===== src/rtl/bin_para_bcd_seq.sv =====
// +----------------------------------------------------------------------------
// | bin_para_bcd_seq: sequential double-dabble binary-to-BCD converter, one bit per clock
// | Revision: 1.0
// +----------------------------------------------------------------------------
`default_nettype none

module bin_para_bcd_seq #(
  parameter int LARGURA   = 16,
  parameter int DIGITOS   = 5,
  parameter int COM_SINAL = 1
) (
  input  logic                   clk,
  input  logic                   rst,
  input  logic                   inicio,
  input  logic [LARGURA-1:0]     bin,
  output logic                   ocupado,
  output logic                   pronto,
  output logic [4*DIGITOS-1:0]   bcd,
  output logic                   negativo,
  output logic                   estouro
);

  localparam int BW = 4 * DIGITOS;
  localparam int CW = $clog2(LARGURA + 1);
  localparam logic [LARGURA-1:0] UM = LARGURA'(1);

  typedef enum logic [1:0] {
    OCIOSO  = 2'd0,
    DESLOCA = 2'd1,
    FIM     = 2'd2
  } estado_t;

  estado_t            estado_q, estado_d;
  logic [LARGURA-1:0] mag_q, mag_d;
  logic [BW-1:0]      work_q, work_d;
  logic [CW-1:0]      cnt_q, cnt_d;
  logic               sinal_q, sinal_d;
  logic               ovf_q, ovf_d;
  logic [BW-1:0]      bcd_q, bcd_d;
  logic               neg_q, neg_d;
  logic               est_q, est_d;
  logic               pronto_q, pronto_d;
  logic [BW-1:0]      ajuste;
  logic               neg_in;

  always_ff @(posedge clk) begin
    if (rst) begin
      estado_q <= OCIOSO;
      mag_q    <= '0;
      work_q   <= '0;
      cnt_q    <= '0;
      sinal_q  <= 1'b0;
      ovf_q    <= 1'b0;
      bcd_q    <= '0;
      neg_q    <= 1'b0;
      est_q    <= 1'b0;
      pronto_q <= 1'b0;
    end else begin
      estado_q <= estado_d;
      mag_q    <= mag_d;
      work_q   <= work_d;
      cnt_q    <= cnt_d;
      sinal_q  <= sinal_d;
      ovf_q    <= ovf_d;
      bcd_q    <= bcd_d;
      neg_q    <= neg_d;
      est_q    <= est_d;
      pronto_q <= pronto_d;
    end
  end

  always_comb begin
    estado_d = estado_q;
    mag_d    = mag_q;
    work_d   = work_q;
    cnt_d    = cnt_q;
    sinal_d  = sinal_q;
    ovf_d    = ovf_q;
    bcd_d    = bcd_q;
    neg_d    = neg_q;
    est_d    = est_q;
    pronto_d = 1'b0;
    neg_in   = (COM_SINAL != 0) && bin[LARGURA-1];

    ajuste = work_q;
    for (int i = 0; i < DIGITOS; i++) begin
      if (work_q[4*i +: 4] >= 4'd5) ajuste[4*i +: 4] = work_q[4*i +: 4] + 4'd3;
    end

    case (estado_q)
      OCIOSO: begin
        if (inicio) begin
          mag_d    = neg_in ? (~bin + UM) : bin;
          sinal_d  = neg_in;
          work_d   = '0;
          ovf_d    = 1'b0;
          cnt_d    = CW'(LARGURA);
          estado_d = DESLOCA;
        end
      end
      DESLOCA: begin
        // A carry out of the top digit is a multiple of 10^DIGITOS being dropped.
        work_d = {ajuste[BW-2:0], mag_q[LARGURA-1]};
        ovf_d  = ovf_q | ajuste[BW-1];
        mag_d  = {mag_q[LARGURA-2:0], 1'b0};
        cnt_d  = cnt_q - CW'(1);
        if (cnt_q == CW'(1)) estado_d = FIM;
      end
      FIM: begin
        bcd_d    = work_q;
        neg_d    = sinal_q;
        est_d    = ovf_q;
        pronto_d = 1'b1;
        estado_d = OCIOSO;
      end
      default: estado_d = OCIOSO;
    endcase
  end

  assign ocupado  = (estado_q != OCIOSO);
  assign pronto   = pronto_q;
  assign bcd      = bcd_q;
  assign negativo = neg_q;
  assign estouro  = est_q;

endmodule

`default_nettype wire


===== config.mk =====
export PLATFORM = sky130hd
export DESIGN_NAME = bin_para_bcd_seq
export DESIGN_NICKNAME = d
export VERILOG_FILES = /design/src/rtl/bin_para_bcd_seq.sv
export SDC_FILE = /design/constraint.sdc
export NUM_CORES = 1
export LEC_CHECK = 0
export ABC_CLOCK_PERIOD_IN_PS = 3600
export CAP_MARGIN = 20
export CORE_AREA = 2 2 80 82
export DETAILED_ROUTE_END_ITERATION = 8
export DIE_AREA = 0 0 82 84
export DONT_BUFFER_PORTS = 1
export MAX_ROUTING_LAYER = met4
export PLACE_DENSITY = 0.69
export SYNTH_ARGS = -nofsm -noshare
export SYNTH_HDL_FRONTEND = slang
export SYNTH_SLANG_ARGS = --single-unit

===== constraint.sdc =====
create_clock -name clk -period 3.6 [get_ports clk]
set_input_delay 0.54 -clock clk [delete_from_list [all_inputs] [get_ports clk]]
set_output_delay 0.54 -clock clk [all_outputs]
set_load 0.01 [all_outputs]

==> results of run 1 <==
path summary, 6_finish.rpt:
| kind | to | depth (start not counted) |
|---|---|---|
| setup / recovery | cnt_q[3]$_SDFFE_PP0P_ | 5 |
| hold / removal | mag_q[10]$_SDFFE_PP0P_ | 1 |
| hold reg to reg | work_q[0]$_SDFFE_PP0P_ | 2 |
| setup reg to reg | cnt_q[3]$_SDFFE_PP0P_ | 5 |
power breakdown:
group | internal (uW) | switching [uW]
sequential | 776 | 15.6
combinational | 52.4 | 76.4
clock | 384 | 276
total | 1210 | 368
cell type report:
class	count	area share [%]
Clock inverter	5	2.25
Sequential cell	68	39.5
Inverter	15	1.63
Tap cell	77	2.80
Clock buffer	10	3.70
Timing Repair Buffer	3	0.871
Multi-Input combinational cell	279	49.2
sequential cells by signal, indices dropped and copies added, names as in the netlist, 2 cells and up:
signal	count
work_q	20
bcd	20
estado_q	2
cnt_q	5
mag_q	16
cell families after synthesis:
kind of cell,Yosys count,synth area share (%)
and+or+nand+nor,137,19.7
AOI/OAI and AO/OA,105,21.4
DFF,68,42.5
buffers and inverters,40,4.69
xor gates and xnor gates,24,6.57
adders and majority gates,13,5.08
metal layers:
layer	GRT usage, %	share of wire, %	vias to the layer above
met3	5.52	4.3	7
met5	-	0	-
met2	32.7	47	51
met1	27.6	47	1216
li1	-	-	1330
met4	8.48	1.4	0
stage by stage:
stage | total power, uW | area, um^2 | std cells
5_1_grt | 1650 | 3450 | 457
4_1_cts | 1600 | 3450 | 457
3_3_place_gp | 931 | 3230 | 441
6_report | 1580 | 3450 | 457
3_5_place_dp | 937 | 3240 | 442
2_1_floorplan | 920 | 3200 | 387
cell usage in the layout (no fill, tap or decap), types with 5 or more instances in the layout:
master | synthesis | final
a21oi_1 | 44 | 44
a222oi_1 | 7 | 7
nand2_1 | 68 | 68
ha_1 | 13 | 13
and3_1 | 5 | 5
clkbuf_8 | 0 | 9
xnor2_1 | 16 | 16
xor2_1 | 8 | 8
inv_1 | 15 | 15
nor2_1 | 23 | 23
o22ai_1 | 6 | 6
dfxtp_1 | 68 | 68
a22oi_1 | 6 | 6
o211ai_1 | 5 | 5
a32oi_1 | 5 | 5
o21ai_0 | 12 | 12
nand2b_1 | 10 | 10
nand3_1 | 10 | 10
a21o_1 | 5 | 5
nor3_1 | 8 | 8
==> impl_results.md, run 1 <==
- Status: complete, no violations
- Share of the synthesized area in the top cell type: approximately 43%
- Die ar.: 6890 um^2
- Mapped Cells: a little under 400
- Post-CTS Setup Repair Bufs: 0
- Filler cells: 583
- First-pass GRT wire length: 11300 um
- Largest net degree at the start of global routing: 70
- Max Cap Violations: 0
- Data required, critical path: 3840 ps
- WL/cell: 14.4 um
- Post-Syn Area: 3200 um^2
- # H-tree levels: 3
- CP startpoint kind: flip-flop
- Final net count: 408
- Pins Over Slew Limit: 0
- Critical path class: flip-flop to flip-flop
- Synthesis warning total: 0
- Slew margin rel.: roughly 44%
- Via density: 5.70
- Worst Setup End Kind: flip-flop
- Share of cells above drive strength 1: 6.84%
- Die Width: 82 um
- Hold Buf Count CTS: 0
- Final HPWL DP: 4260 um
- EDFF count, synth: 0
- CP max FO: 19
- Initial antenna violation count: 0
- Critical Path Start: estado_q[1]$_SDFFE_PP0P_
- Inserted Diodes: 0
- Crit path arrival time: 2070 ps
- Input/output buffers: 0
- Crit path time final: 1840 ps
- Fraction of the yosys area taken by sequential cells: between 40% and 50%
- GR Overflow Total: 0
- Seq. cell area: 1360 um^2
- Via count: ~2600
- Prevailing post-synth register cell: dfxtp_1
- Worst path top cell family by delay: simple AND/OR/NAND/NOR gates
- First DRT Iteration DRCs: 176
- Leading area contributor after synthesis: dfxtp_1
- Final period util: 51.0%
- Fin worst setup slack: about 1800 ps
- Core area: 6100 um^2
- Final WL: 6570 um
- Worst skew pair latency: 340 ps
- Leak: 0.00122 uW
- WP buf/inv: 0
- Clk sink count: 68
- Clock transition at path regs: 70 ps
- Final setup viols: 0
- Hold Path Origin: rst
- Reg2Reg Launch Point: estado_q[1]$_SDFFE_PP0P_
- CTS Buf Count: 9
- VDD IR max: 0.000248 V
- Layout area overhead: 7.62%
- Place WS: between 1500 and 2000 ps
- Routed Antenna Nets: 0
- DR pass1 iterations: 6
- Max Clk Rate: 545 MHz
- Core Rows: 29
- Setup TNS Final: 0 ps
- Share of flip-flops with an asynchronous set or reset: 0%
- Final GP Congestion: 0.832
- Syn nets: 419
- Total track usage: 21.7%
- Crit path cell chain: nand2b_1, or4_1, nand3_1, o21a_1, nor2_1
- Root buffer cell: clkbuf_8
- Setup slack, reg-to-reg: 1760 ps
- Worst Skew: 5.99 ps
- Die Ht: 84 um
- Largest buffer count on any clock path: 2
- Post-synthesis register bit count: 68
- Drt drc: 0
- Synth cell types: 44
- Max incr delay on CP: 590 ps
- Hold violation count in the final report: 0
- Top cells by area, synth: dfxtp_1 (43%), nand2_1 (8.0%), a21oi_1 (6.9%)
- HP Class: primary input to flip-flop
- Pwr/cell area: 459 nW/um^2
- I/O pin cnt: 43
- Worst hold margin: 282 ps
- Measured slew at the worst slew-check pin: approximately 850 ps
- CTS tree: done
- CP max stage cell: or4_1
- Syn Area/Cell: ~8.3 um^2
- Vias in the first global route: 2493
- Top cells by count, synth: dfxtp_1 (68), nand2_1 (68), a21oi_1 (44)
- Unrepaired setup endpoints after global routing: false
- Post-CTS sizing: 0
- Multi-input gate area: 1700 um^2
- Initial Util: 52.5%
- Final Util: 56.5%
(Power assumes the default switching activity.)
==> run 2: changes to the inputs <==
Settings changed: ABC_CLOCK_PERIOD_IN_PS 3600 to 1800.
Clock period 3.6 ns to 1.8 ns, I/O delays scaled along.
==> run 2 against run 1 <==
Effect of this change:
- critical path type unchanged
- sequential share of layout area fell by 1.2 points
- utilization is 1.8 points higher
- setup slack lost 1500 ps
- largest cell class unchanged
- via count up 1.9%
- first-iteration DRC count is 32% lower
- design area rose by 3.2%
- clock power up 120%
==> impl_results.md, run 2 (same netlist as run 1, synthesis figures left out) <==
- Crit path cell chain: buf_4, nor2_1, and2_1, nand2b_1, o22ai_1
- Total power: 3340 uW (+110%)
- Initial antenna violation count: 0 (unchanged)
- # H-tree levels: 3 (unchanged)
- Core area: 6100 um^2 (unchanged)
- Worst Setup End Kind: flip-flop
- Inserted Diodes: 0 (unchanged)
- Initial Util: 52.5% (unchanged)
- First-pass GRT wire length: 11400 um (about the same)
- WL/cell: 14.0 um (-2.3%)
- Setup TNS Final: 0 ps (unchanged)
- First DRT Iteration DRCs: 120 (-32%)
- Vias in the first global route: 2459 (-1.4%)
- Clock transition at path regs: 70 ps (about the same)
- CP max stage cell: and2_1
- CTS Buf Count: 9 (unchanged)
- Unrepaired setup endpoints after global routing: false
- Share of cells above drive strength 1: 9.00% (+2.2 points)
- Total track usage: 21.7% (+0.031 points)
- Worst skew pair latency: 340 ps (about the same)
- Final setup viols: 0 (unchanged)
- CTS tree: done
- Critical path class: flip-flop to flip-flop
- Hold violation count in the final report: 0 (unchanged)
- Worst path top cell family by delay: simple AND/OR/NAND/NOR gates
- Final GP Congestion: 0.824 (-1.0%)
- Die Ht: 84 um (unchanged)
- Setup slack, reg-to-reg: 240 ps (-1520 ps)
- GR Overflow Total: 0 (unchanged)
- Pins Over Slew Limit: 0 (unchanged)
- Max Clk Rate: 642 MHz (+18%)
- VDD IR max: 0.000424 V (+71%)
- HP Class: primary input to flip-flop
- Clk sink count: 68 (unchanged)
- Place WS: 120 ps (-1510 ps)
- Crit path time final: 1560 ps (-278 ps)
- Fin worst setup slack: 242 ps (-1520 ps)
- Routed Antenna Nets: 0 (unchanged)
- Largest buffer count on any clock path: 2 (unchanged)
- Input/output buffers: 0 (unchanged)
- Post-CTS sizing: 0 (unchanged)
- Final HPWL DP: 4290 um (+0.73%)
- Final Cell Area: 3560 um^2 (+3.2%)
- Leak: 0.00128 uW (+4.9%)
- Via density: 5.69 (about the same)
- Final period util: 86.6% (+36 points)
- Max incr delay on CP: 410 ps (-180 ps)
- I/O pin cnt: 43 (unchanged)
- Drt drc: 0 (unchanged)
- Measured slew at the worst slew-check pin: 518 ps (-327 ps)
- Layout area overhead: 11.1%
- Die ar.: 6890 um^2 (unchanged)
- Worst Skew: 4.20 ps (-1.78 ps)
- Die Width: 82 um (unchanged)
- Root buffer cell: clkbuf_8
- Final WL: 6550 um (-0.38%)
- Slew margin rel.: 65.5% (+22 points)
- WP buf/inv: 1 (+1)
- Max Cap Violations: 0 (unchanged)
- Pwr/cell area: 938 nW/um^2 (+100%)
- CP startpoint kind: flip-flop
- CP max FO: 11 (-8)
- Data required, critical path: 2070 ps (-1770 ps)
- Area post-placement: 3290 um^2 (+1.6%)
- Worst hold margin: 22.7 ps (-259 ps)
- DR pass1 iterations: 5 (-1)
- Status: complete, no violations
- Largest net degree at the start of global routing: 63 (-10%)
- Final net count: 416 (+2.0%)
- Most frequent cells in the layout: nand2_1 (68), dfxtp_1 (68), a21oi_1 (44)
- Core Rows: 29 (unchanged)
- Crit path arrival time: 1830 ps (-240 ps)
- Via count: 2653 (+1.9%)
- Filler cells: 586 (+0.51%)
==> run 2: cell types whose count changed in the layout (fill, tap and decap cells not counted) <==
cell and delta:
buf_16 +1, buf_4 +7, clkbuf_8 +3, clkinv_2 -2
==> run 2: path summary, 6_finish.rpt <==
check	from	endpoint	cells past startpoint
worst max-delay path	estado_q[0]$_SDFFE_PP0P_	mag_q[12]$_SDFFE_PP0P_	5
worst min-delay path	rst	mag_q[12]$_SDFFE_PP0P_	1
worst max register to register	estado_q[0]$_SDFFE_PP0P_	mag_q[12]$_SDFFE_PP0P_	5
worst min register to register	mag_q[15]$_SDFFE_PP0P_	work_q[0]$_SDFFE_PP0P_	2
==> run 2: timing repair <==
item / in CTS / in global routing
hold buffers: 1 / 0
setup buffers: 0 / 0
endpoints found under the hold margin: 62 / 0
==> run 2: worst reg2reg max path, stage by stage (launching register included) <==
cell and delay [ps]:
dfxtp_1 320, buf_4 140, nor2_1 140, and2_1 410, nand2b_1 260, o22ai_1 210
==> run 2: layout make-up <==
type	count	area, um^2	share of cell area, %
Multi-Input combinational cell	279	1700	47.7
Sequential cell	68	1360	38.3
Clock buffer	13	169	4.75
Timing Repair Buffer	11	110	3.10
Tap cell	77	96.3	2.71
Clock inverter	3	67.6	1.90
Inverter	15	56.3	1.58
==> run 2: layer usage <==
metal,routed length [um],global-route usage [%],vias up
met3,272,3.46,10
met1,3070,28.6,1244
met5,0,-,-
met4,122,10.8,0
met2,3080,31.9,57
li1,-,-,1342
==> run 2: metrics by stage <==
stage | util, % | std cells
2_1_floorplan | - | 387
3_3_place_gp | 53.8 | 448
3_5_place_dp | 54.0 | 449
4_1_cts | 58.4 | 466
5_1_grt | 58.4 | 466
6_report | 58.4 | 466
==> run 2: power breakdown <==
group / total, uW / internal, uW / switching (uW)
Clock: 1460 / 894 / 561
Combinational: 302 / 126 / 176
Sequential: 1580 / 1550 / 28.1
==> run 3: changes to the inputs <==
==> constraint.sdc (replaced) <==
create_clock -name clk -period 1.8 [get_ports clk]
set_input_delay 0.36 -clock clk [delete_from_list [all_inputs] [get_ports clk]]
set_output_delay 0.36 -clock clk [all_outputs]
set_load 0.01 [all_outputs]
==> run 3 against run 2 <==
Effect of this change:
- combinational power down 8.6%
- setup slack worse by 34 ps
- clock power is 3% lower
- non-clock buffer count fell by 1
- largest cell class unchanged
==> impl_results.md, run 3 (same netlist as run 1, synthesis figures left out) <==
- Crit path time final: 1590 ps (+34.1 ps)
- Initial Util: 52.5% (unchanged)
- Largest buffer count on any clock path: 2 (unchanged)
- Worst Setup End Kind: flip-flop
- First DRT Iteration DRCs: 139 (+16%)
- Vias in the first global route: 2397 (-2.5%)
- Routed Antenna Nets: 0 (unchanged)
- WP buf/inv: 1 (unchanged)
- Drt drc: 0 (unchanged)
- CTS tree: done
- Share of cells above drive strength 1: 9.02% (+0.023 points)
- Final Cell Area: 3520 um^2 (-1.1%)
- Via count: 2651 (-0.075%)
- Dpl cells: 449 (unchanged)
- Total track usage: 20.9% (-0.83 points)
- Initial antenna violation count: 0 (unchanged)
- CTS Buf Count: 9 (unchanged)
- Fin worst setup slack: 207 ps (-34.1 ps)
- Total power: 3270 uW (-1.9%)
- Max Cap Violations: 0 (unchanged)
- DR pass1 iterations: 4 (-1)
- Inserted Diodes: 0 (unchanged)
- Hold violation count in the final report: 0 (unchanged)
- Pwr/cell area: 930 nW/um^2 (-0.87%)
- Worst skew pair latency: 350 ps (about the same)
- Max Clk Rate: 628 MHz (-2.1%)
- Via density: 5.70 (+0.14%)
- First-pass GRT wire length: 10900 um (-3.6%)
- # H-tree levels: 3 (unchanged)
- Finished Layout Cells: 465 (-0.21%)
- Unrepaired setup endpoints after global routing: false
- Crit path arrival time: 1870 ps (+40 ps)
- Final period util: 88.5% (+1.9 points)
- Measured slew at the worst slew-check pin: 563 ps (+45.2 ps)
- Core area: 6100 um^2 (unchanged)
- Filler cells: 564 (-3.8%)
- Core Rows: 29 (unchanged)
- I/O pin cnt: 43 (unchanged)
- Crit path cell chain: buf_4, nor2_1, and2_1, nand2b_1, o22ai_1
- Setup TNS Final: 0 ps (unchanged)
- HP Class: primary input to flip-flop
- Critical path class: flip-flop to flip-flop
- GR Overflow Total: 0 (unchanged)
- Leak: 0.00127 uW (-0.96%)
- Die Ht: 84 um (unchanged)
- Post-CTS Setup Repair Bufs: 0 (unchanged)
- Area post-placement: 3290 um^2 (unchanged)
- Post-CTS sizing: 0 (unchanged)
- Multi-input gate area: 1700 um^2 (unchanged)
- Final WL: 6570 um (+0.44%)
- Final GP Congestion: 0.829 (+0.62%)
- Status: complete, no violations
- Hold Buf Count CTS: 0 (-1)
- Clock transition at path regs: 70 ps (about the same)
- Input/output buffers: 0 (unchanged)
- Worst path top cell family by delay: simple AND/OR/NAND/NOR gates
- CP max stage cell: and2_1
- VDD IR max: 0.000578 V (+36%)
- Largest net degree at the start of global routing: 70 (+11%)
- CP max FO: 11 (unchanged)
- Data required, critical path: 2080 ps (about the same)
- Die Width: 82 um (unchanged)
- Final HPWL DP: 4260 um (-0.88%)
- Final setup viols: 0 (unchanged)
- Die ar.: 6890 um^2 (unchanged)
- Most frequent cells in the layout: nand2_1 (68), dfxtp_1 (68), a21oi_1 (44)
- Root buffer cell: clkbuf_8
- Max incr delay on CP: 420 ps (about the same)
- Clk sink count: 68 (unchanged)
- Place WS: 13.2 ps (-107 ps)
- Slew margin rel.: 62.5% (-3.0 points)
- CP startpoint kind: flip-flop
- Worst Skew: 5.39 ps (+1.19 ps)
- Final net count: 415 (-0.24%)
- Seq. cell area: 1360 um^2 (unchanged)
- Pins Over Slew Limit: 0 (unchanged)
- WL/cell: 14.1 um (+0.66%)
- Layout area overhead: 9.89%
[run 3: cell count changes in the layout (fill, tap and decap cells not counted)]
cell,previous run,this run
clkinv_2,0,2
clkinvlp_4,1,0
clkbuf_8,12,10
clkinv_4,0,2
clkbuf_1,1,0
buf_16,1,0
[run 3: worst register-to-register path, stage by stage (launching register included)]
cell and delay [ps]:
dfxtp_1 330, buf_4 150, nor2_1 150, and2_1 420, nand2b_1 260, o22ai_1 210
[run 3: per-layer routing]
layer	global-route usage, %	wire (um)	vias to the layer above
li1	-	-	1342
met5	-	0	-
met1	26.7	3220	1245
met2	31.9	2970	54
met3	4.76	284	10
met4	7.73	104	0
[run 3: where the power goes]
group          internal [uW]  switching, uW
registers               1550           29.4
logic                    119            157
clock network            817            598
[run 3: final timing paths]
| kind | start | to | slack (ps) | depth (start not counted) |
|---|---|---|---|---|
| max | estado_q[0]$_SDFFE_PP0P_ | mag_q[12]$_SDFFE_PP0P_ | 210 | 5 |
| min | rst | mag_q[10]$_SDFFE_PP0P_ | 80 | 1 |
| max reg2reg | estado_q[0]$_SDFFE_PP0P_ | mag_q[12]$_SDFFE_PP0P_ | 210 | 5 |
| min reg2reg | mag_q[14]$_SDFFE_PP0P_ | mag_q[15]$_SDFFE_PP0P_ | 460 | 2 |
[run 3: area by class of cell]
type	count	area share, %
Clock buffer	10	3.91
Timing Repair Buffer	10	2.35
Sequential cell	68	38.7
Inverter	15	1.60
Tap cell	77	2.74
Multi-Input combinational cell	279	48.2
Clock inverter	6	2.49
[run 3: per-stage QoR]
| step | hold slack, ps | util (%) |
|---|---|---|
| final | 76.8 | 57.7 |
| after global routing | 63.1 | 57.7 |
| after CTS | 61.1 | 57.7 |
| after detailed placement | 438 | 54.0 |
| after global placement | 436 | 53.8 |
| after floorplan | 431 | - |
